===== src/rtl/dda_move_sequencer.sv =====
`default_nettype none
// ============================================================================
//  Module   : dda_move_sequencer
//  Purpose  : Move-level controller for the DDA step timer. Buffers up to two
//             move descriptors, sequences LOAD/EXEC strobes to the timer and
//             ends each move after its duration in dda_tick rising edges.
//  Revision : 1.0  initial release
//
//  Ports
//    CLK, resetn                 clock, synchronous active-low reset
//    move_valid / move_ready     descriptor handshake into the 2-slot buffer
//    move_duration               move length in dda_tick rising edges
//    move_increment              initial increment for the timer
//    move_incrementincrement     per-tick increment delta for the timer
//    move_dir                    step direction
//    abort                       flush buffer and stop motion immediately
//    dda_tick                    raw DDA tick (same signal as the timer's)
//    increment, incrementincrement, dir
//                                head-slot fields, held when buffer empty
//    loading_move                one-cycle load strobe to the timer
//    executing_move              high while the active move is running
//    move_done                   one-cycle pulse per completed move
//    busy                        FSM active or buffer non-empty
//    moves_completed             (DDA_MOVE_SEQ_COUNT_EN only) wrapping count
//                                of move_done pulses
//
//  Build option: define DDA_MOVE_SEQ_COUNT_EN to add moves_completed.
// ============================================================================
module dda_move_sequencer #(
  parameter int DDA_BITS = 64,
  parameter int DUR_BITS = 32
) (
  input  logic                CLK,
  input  logic                resetn,
  input  logic                move_valid,
  output logic                move_ready,
  input  logic [DUR_BITS-1:0] move_duration,
  input  logic [DDA_BITS-1:0] move_increment,
  input  logic [DDA_BITS-1:0] move_incrementincrement,
  input  logic                move_dir,
  input  logic                abort,
  input  logic                dda_tick,
  output logic [DDA_BITS-1:0] increment,
  output logic [DDA_BITS-1:0] incrementincrement,
  output logic                dir,
  output logic                loading_move,
  output logic                executing_move,
  output logic                move_done,
`ifdef DDA_MOVE_SEQ_COUNT_EN
  output logic [31:0]         moves_completed,
`endif
  output logic                busy
);

  typedef enum logic [1:0] {
    ST_IDLE = 2'd0,
    ST_LOAD = 2'd1,
    ST_EXEC = 2'd2
  } state_t;

  state_t r_state;
  state_t w_state_next;

  // Descriptor buffer
  logic [DUR_BITS-1:0] r_slot_dur    [2];
  logic [DDA_BITS-1:0] r_slot_inc    [2];
  logic [DDA_BITS-1:0] r_slot_incinc [2];
  logic                r_slot_dir    [2];
  logic                r_wr_ptr;
  logic                r_rd_ptr;
  logic [1:0]          r_count;

  // Last head fields, presented while the buffer is empty
  logic [DDA_BITS-1:0] r_hold_inc;
  logic [DDA_BITS-1:0] r_hold_incinc;
  logic                r_hold_dir;

  logic                r_tick_d;
  logic [DUR_BITS-1:0] r_ticks;
  logic                r_done;

  logic                w_tick_edge;
  logic                w_push;
  logic                w_pop;
  logic                w_done_set;
  logic                w_ticks_clr;
  logic                w_ticks_inc;
  logic                w_more;
  logic [DUR_BITS-1:0] w_head_dur;
  logic [DUR_BITS-1:0] w_ticks_plus1;

  // Same single-register detector as the timer, so both see an edge in the
  // same cycle.
  assign w_tick_edge   = dda_tick & ~r_tick_d;

  assign move_ready    = (r_count != 2'd2);
  // A push offered in the abort cycle is dropped along with the buffer.
  assign w_push        = move_valid & move_ready & ~abort;
  assign w_head_dur    = r_slot_dur[r_rd_ptr];
  assign w_ticks_plus1 = r_ticks + {{(DUR_BITS-1){1'b0}}, 1'b1};
  // Another move remains after the current pop (counting a same-cycle push).
  assign w_more        = (r_count == 2'd2) | w_push;

  assign increment          = (r_count != 2'd0) ? r_slot_inc[r_rd_ptr]    : r_hold_inc;
  assign incrementincrement = (r_count != 2'd0) ? r_slot_incinc[r_rd_ptr] : r_hold_incinc;
  assign dir                = (r_count != 2'd0) ? r_slot_dir[r_rd_ptr]    : r_hold_dir;

  assign move_done = r_done;
  assign busy      = (r_state != ST_IDLE) | (r_count != 2'd0);

  // Next-state and strobe logic
  always_comb begin
    w_state_next   = r_state;
    w_pop          = 1'b0;
    w_done_set     = 1'b0;
    w_ticks_clr    = 1'b0;
    w_ticks_inc    = 1'b0;
    loading_move   = 1'b0;
    executing_move = 1'b0;
    case (r_state)
      ST_IDLE: begin
        if (r_count != 2'd0) w_state_next = ST_LOAD;
      end
      ST_LOAD: begin
        loading_move = 1'b1;
        w_ticks_clr  = 1'b1;
        if (w_head_dur == '0) begin
          w_pop        = 1'b1;
          w_done_set   = 1'b1;
          w_state_next = ST_IDLE;
        end else begin
          w_state_next = ST_EXEC;
        end
      end
      ST_EXEC: begin
        executing_move = 1'b1;
        if (w_tick_edge) begin
          if (w_ticks_plus1 == w_head_dur) begin
            w_pop        = 1'b1;
            w_done_set   = 1'b1;
            w_state_next = w_more ? ST_LOAD : ST_IDLE;
          end else begin
            w_ticks_inc = 1'b1;
          end
        end
      end
      default: w_state_next = ST_IDLE;
    endcase
    // Abort overrides everything, including a coincident final edge.
    if (abort) begin
      w_state_next = ST_IDLE;
      w_pop        = 1'b0;
      w_done_set   = 1'b0;
      w_ticks_inc  = 1'b0;
    end
  end

  always_ff @(posedge CLK) begin
    if (!resetn) begin
      r_state       <= ST_IDLE;
      r_wr_ptr      <= 1'b0;
      r_rd_ptr      <= 1'b0;
      r_count       <= 2'd0;
      r_hold_inc    <= '0;
      r_hold_incinc <= '0;
      r_hold_dir    <= 1'b0;
      r_tick_d      <= 1'b0;
      r_ticks       <= '0;
      r_done        <= 1'b0;
    end else begin
      r_state  <= w_state_next;
      r_tick_d <= dda_tick;
      r_done   <= w_done_set;
      if (r_count != 2'd0) begin
        r_hold_inc    <= r_slot_inc[r_rd_ptr];
        r_hold_incinc <= r_slot_incinc[r_rd_ptr];
        r_hold_dir    <= r_slot_dir[r_rd_ptr];
      end
      if (abort) begin
        r_wr_ptr <= 1'b0;
        r_rd_ptr <= 1'b0;
        r_count  <= 2'd0;
      end else begin
        if (w_push) r_wr_ptr <= ~r_wr_ptr;
        if (w_pop)  r_rd_ptr <= ~r_rd_ptr;
        r_count <= r_count + {1'b0, w_push} - {1'b0, w_pop};
      end
      if (w_ticks_clr)      r_ticks <= '0;
      else if (w_ticks_inc) r_ticks <= w_ticks_plus1;
    end
  end

  // Slot storage needs no reset: it is only observed while r_count != 0.
  always_ff @(posedge CLK) begin
    if (w_push) begin
      r_slot_dur[r_wr_ptr]    <= move_duration;
      r_slot_inc[r_wr_ptr]    <= move_increment;
      r_slot_incinc[r_wr_ptr] <= move_incrementincrement;
      r_slot_dir[r_wr_ptr]    <= move_dir;
    end
  end

`ifdef DDA_MOVE_SEQ_COUNT_EN
  logic [31:0] r_moves_completed;

  always_ff @(posedge CLK) begin
    if (!resetn) r_moves_completed <= 32'd0;
    else if (r_done) r_moves_completed <= r_moves_completed + 32'd1;
  end

  assign moves_completed = r_moves_completed;
`endif

endmodule
`default_nettype wire

===== config.mk =====
export PLATFORM = sky130hd
export DESIGN_NAME = dda_move_sequencer
export DESIGN_NICKNAME = d
export VERILOG_FILES = /design/src/rtl/dda_move_sequencer.sv
export SDC_FILE = /design/constraint.sdc
export NUM_CORES = 1
export LEC_CHECK = 0
export CAP_MARGIN = 40
export CORE_MARGIN = 2
export CORE_UTILIZATION = 58
export DETAILED_ROUTE_END_ITERATION = 16
export PLACE_DENSITY = 0.92
export SKIP_CTS_REPAIR_TIMING = 1
export SLEW_MARGIN = 10
export SYNTH_ARGS = -nofsm -noshare
export SYNTH_HDL_FRONTEND = slang
export SYNTH_SLANG_ARGS = --single-unit
export TNS_END_PERCENT = 50

===== constraint.sdc =====
create_clock -name CLK -period 22.5 [get_ports CLK]
set_input_delay 4.5 -clock CLK [delete_from_list [all_inputs] [get_ports CLK]]
set_output_delay 4.5 -clock CLK [all_outputs]
set_load 0.005 [all_outputs]

## Yosys cells after proc, flatten, opt, wreduce, memory -nomap -nowiden

Memories as Yosys holds them, arrays and structs flattened. A register that Yosys moved wholly into a read port is not among the register bits.
Cells that the tools add are included.

| storage, ports and cells | value |
|---|---|
| bits in registers | 169 |
| bits in latches | 0 |
| RAM bits | 322 |
| bits in read-only memories | 0 |
| bits of input ports | 166 |
| output and inout bits | 134 |
| memories kept | 4 |

| cells by class | value |
|---|---|
| add/sub/neg operators | 3 |
| multipliers | 0 |
| divide/modulo/power cells | 0 |
| order comparisons | 0 |
| equality and inequality tests | 8 |
| shift-type cells | 0 |
| muxes and demuxes | 30 |
| bitwise gates (word level) | 10 |
| reduce and logical (&&, ||, !) cells | 7 |

Memories:

| name | depth | width | rd ports | clocked after Yosys merged registers in | wr ports | line | source |
|---|---|---|---|---|---|---|---|
| r_slot_inc | 2 | 64 | 1 | 1 | 1 | 66 | `logic [DDA_BITS-1:0] r_slot_inc [2];` |
| r_slot_incinc | 2 | 64 | 1 | 1 | 1 | 67 | `logic [DDA_BITS-1:0] r_slot_incinc [2];` |
| r_slot_dur | 2 | 32 | 1 | 1 | 1 | 65 | `logic [DUR_BITS-1:0] r_slot_dur [2];` |
| r_slot_dir | 2 | 1 | 1 | 1 | 1 | 68 | `logic r_slot_dir [2];` |

Operators with widths:

| operator | count |
|---|---|
| 64-bit 2-to-1 mux | 2 |
| 32-bit by 1-bit adder with 32-bit output, second input constant | 1 |
| 32-bit == test | 1 |
| 32-bit logical NOT | 1 |
| 1-bit 2-to-1 mux | 22 |
| 2-bit 2-to-1 mux | 4 |
| 2-bit inequality test, second input constant | 4 |
| 2-bit case mux with 3 select lines | 1 |
| 1-bit NOT | 5 |
| 2-bit == test, second input constant | 2 |
| 2-bit nonzero test | 2 |
| 2-bit OR reduction | 2 |
| 1-bit AND | 3 |
| 3-bit AND reduction | 1 |
| 2-bit by 1-bit adder with 2-bit output | 1 |
| 2-bit by 1-bit == test with 1-bit output, second input constant | 1 |
| 2-bit logical NOT | 1 |
| 1-bit OR | 2 |
| 1-bit case mux with 2 select lines | 1 |
| 2-bit by 1-bit subtractor with 2-bit output | 1 |

## Longest topological paths before layout

| logic depth | value |
|---|---|
| depth in word-level cells | 8 |
| depth in mapped cells | 18 |
| depth with buffers taken out | 15 |

## Least setup slack after synthesis

OpenSTA, ideal clock, no wires.

| timing path | value |
|---|---|
| kind | input to register |
| start | input port abort |
| end | memory r_slot_dir[0], enable pin |
| setup time | 0.685 ns |
| arrival time | 11.430 ns |
| required time | 21.815 ns |
| slack | 10.385 ns |
| cell stages on the path | 2 |
| path buffers | 0 |
| cell sequence | nand3b_1 > nor2_1 |

| between the ends | value |
|---|---|
| longest elaborated chain between the ends | 4 |

RTL lines:

| element | line | source |
|---|---|---|
| start: declaration | 41 | `input logic abort,` |
| 1-bit NOT | 98 | `assign w_push = move_valid & move_ready & ~abort;` |
| 1-bit AND | 98 |  |
| 1-bit 2-to-1 mux | 195 | `if (w_push) begin` |
| 1-bit 2-to-1 mux (not written as such) | 199 | `r_slot_dir[r_wr_ptr] <= move_dir;` |
| end: declaration | 68 |  |

No other way between the ends.

==> impl_metrics.yaml <==
status:
  outcome: "completed"
global_route:
  grt_first_pass_wirelength_um: 76700
  grtUsageMet1: 0.320
  grt_pass1_vias: 13900
  gr-usage-all-layers: 0.281
  met3_usage: 0.0801
  antenna_found_initial: 7
  grt.met2_usage: 0.493
  grt_max_degree: 162
  grt-ovfl-total: 0
  grt.busiest_layer: "met2"
placed_design:
  portBuffers: 299
  hpwlAfterDp_um: 32500
  gp_congestion: 0.884
timing:
  hold_viol: 0
  finClkSkew_ns: 0.0195
  setup_tns_ns: 0
  worst_slew_pin_slew_ns: 1.08
  slew_headroom: 0.281
  maxSlewViolCount: 0
  min_period_ns: 8.22
  setup_viol: 0
  period_share: 0.365
  fmax_ghz: 0.122
  grt_setup_unrepaired: "false"
routing:
  drt_iter0_markers: 1054
  ant_nets: 0
  viasPerCell: 5.84
  wl_um: 50900
  drc: 0
  wl_per_cell_um: 22.2
  dr.pass1.iters: 5
  vias: 13400
synthesis:
  synth-edff-count: 322
  yosys.area_share.adder: 0.00447
  synth_compound_area_frac: 0.0672
  synth_ff_type: "edfxtp_1"
  synth_xor_xnor_area_share: 0.0217
  synth_seq_area_share: 0.667
  ys_types: 67
  netlist_instances: 1520
  ys_async_sr_fraction: 0
  yosys.area_share.simple: 0.132
  ys_ff_latch: 492
  syn_nets: 1693
  synth_top_family_by_area: "simple AND/OR/NAND/NOR gates"
  syn-cell-area_um2: 19600
  syn_area_per_cell_um2: 12.9
  synth_mux_area_frac: 0.0852
  yosys_warnings: 0
cts:
  clockBufferDepth: 3
  cts.sinks: 492
  cts_tree: "yes"
  cts_root_buf: "clkbuf_16"
  htree_levels: 2
  clkSlewWorstSetupHoldPaths_ns: 0.07
  clock_latency_ns: 0.56
  cts_buffers: 48
die:
  initial_core_util: 0.587
  fp.dieW_um: 188
  io_pins: 300
  core_region_area_um2: 33400
  die_area_um2: 35300
  rows: 67
  chipHeight_um: 188
power:
  comb_power_share: 0.063
  switching_share: 0.210
  p_total_uw: 1900
  p_int_uw: 1500
  p_leak_uw: 0.00794
  ir_drop_mv: 0.0785
  p_per_area_nw_per_um2: 77.4
  seq_power_share: 0.525
  p_sw_uw: 398
  clkPwrFrac: 0.412
worst_hold_path:
  hp-class: "flip-flop to flip-flop"
cells_and_area:
  syn_to_final_growth_pct: 25.1
  layout-drive-gt1-share: 0.0573
  fin_nets: 1968
critical_path:
  cp-start-kind: "flip-flop"
  crit_required_ns: 18.00
  path_max_fanout: 48
  crit_type: "flip-flop to output pin"
  end_kind: "output pin"
  critPathArrivalTime_ns: 3.72
job:
  maxCapViolCount: 0
==> power groups by stage <==
| stage | logic, uW | registers (uW) | clock network [uW] |
|---|---|---|---|
| finish | 119 | 996 | 782 |
| detailed placement | 116 | 1010 | 0 |
| global route | 126 | 997 | 823 |
| global placement | 111 | 1010 | 0 |
| floorplan | 40.6 | 1020 | 0 |
| CTS | 118 | 995 | 790 |
==> registers in the layout (all words and copies together), names as in the netlist, 2 cells and up, named ones only <==
register and flops:
r_count 2, r_hold_inc 64, r_hold_incinc 64, r_slot_dir 2, r_slot_dur 64, r_slot_inc 128
r_slot_incinc 128, r_state 2, r_ticks 32
==> stage by stage <==
stage	cells	hold slack, ns	util	area [um^2]	worst slack, ns
2_1_floorplan	1520	0.480	-	19600	10.39
3_3_place_gp	2189	0.487	0.685	22900	14.85
3_5_place_dp	2193	0.535	0.689	23000	14.97
4_1_cts	2282	0.545	0.734	24500	14.31
5_1_grt	2287	0.565	0.735	24500	14.16
6_report	2287	0.547	0.735	24500	14.28
==> final timing paths <==
kind / start / end / slack [ns] / depth (start not counted)
worst max-delay path: flip-flop / incrementincrement[46] / 14.28 / 6
worst min-delay path: r_ticks[24] / r_ticks[24] / 0.55 / 2
worst max register to register: r_ticks[0] / r_count[1] / 17.79 / 15
worst min register to register: r_ticks[24] / r_ticks[24] / 0.55 / 2
==> critical path, cell delays in order (launching register included) <==
cell             delay (ns)
dfxtp_4                0.51
buf_4                  0.65
buf_4                  0.49
buf_16                 0.31
mux2i_1                0.14
o21ai_0                0.34
clkdlybuf4s50_1        0.61
==> cells in the mapped netlist, drive strengths merged (3+ instances only) <==
master | count | area share
a211oi | 3 | 0.0011
a21oi | 40 | 0.010
a31oi | 7 | 0.0022
and2 | 134 | 0.043
and3 | 9 | 0.0029
and4 | 8 | 0.0036
buf | 29 | 0.0089
clkbuf | 58 | 0.011
dfxtp | 170 | 0.17
edfxtp | 322 | 0.49
ha | 7 | 0.0045
inv | 10 | 0.0019
mux2 | 4 | 0.0023
mux2i | 161 | 0.083
nand2 | 160 | 0.031
nand2b | 6 | 0.0019
nand3 | 15 | 0.0041
nand3b | 5 | 0.0019
nand4 | 20 | 0.0070
nor2 | 33 | 0.0063
nor2b | 3 | 0.00096
nor3 | 15 | 0.0041
nor4 | 21 | 0.0086
o211ai | 3 | 0.0011
o21a | 4 | 0.0015
o21ai | 151 | 0.039
o22ai | 3 | 0.00096
o31ai | 11 | 0.0042
or2 | 3 | 0.00096
or3 | 18 | 0.0057
or4 | 17 | 0.0065
xnor2 | 33 | 0.015
xor2 | 12 | 0.0057
==> routing by layer <==
layer / up-vias / routed length [um]
li1: 6105 / -
met1: 6564 / 18300
met2: 566 / 26000
met3: 122 / 4290
met4: 2 / 2170
met5: - / 13
==> final cells by class <==
type                            count  area [um^2]
Clock inverter                     18          175
Timing Repair Buffer              312         3190
Tap cell                          448          561
Sequential cell                   492        13100
Clock buffer                       71         1350
Inverter                           10         37.5
Antenna cell                        5         12.5
Fill cell                        2063         8850
Multi-Input combinational cell    931         6110
==> cell usage in the layout, fill, tap and decap left out, types with 8 or more instances in the layout <==
cell type / instances
a21oi_1: 40
and2_1: 133
and3_1: 9
and4_1: 8
buf_4: 8
clkbuf_1: 18
clkbuf_16: 49
clkdlybuf4s50_1: 298
dfxtp_1: 169
edfxtp_1: 322
inv_1: 10
mux2i_1: 160
nand2_1: 160
nand3_1: 14
nand4_1: 18
nor2_1: 30
nor3_1: 14
nor4_1: 18
o21ai_0: 150
o31ai_1: 11
or3_1: 18
or4_1: 17
xnor2_1: 33
xor2_1: 11
==> cells by family after synthesis <==
kind of cell    Yosys count
flops                   492
mux                     165
buf+inv                  97
compound gates          237
fa+ha+maj                 7
simple gates            476
xor+xnor                 46
Power figures use the tool's default switching activity.
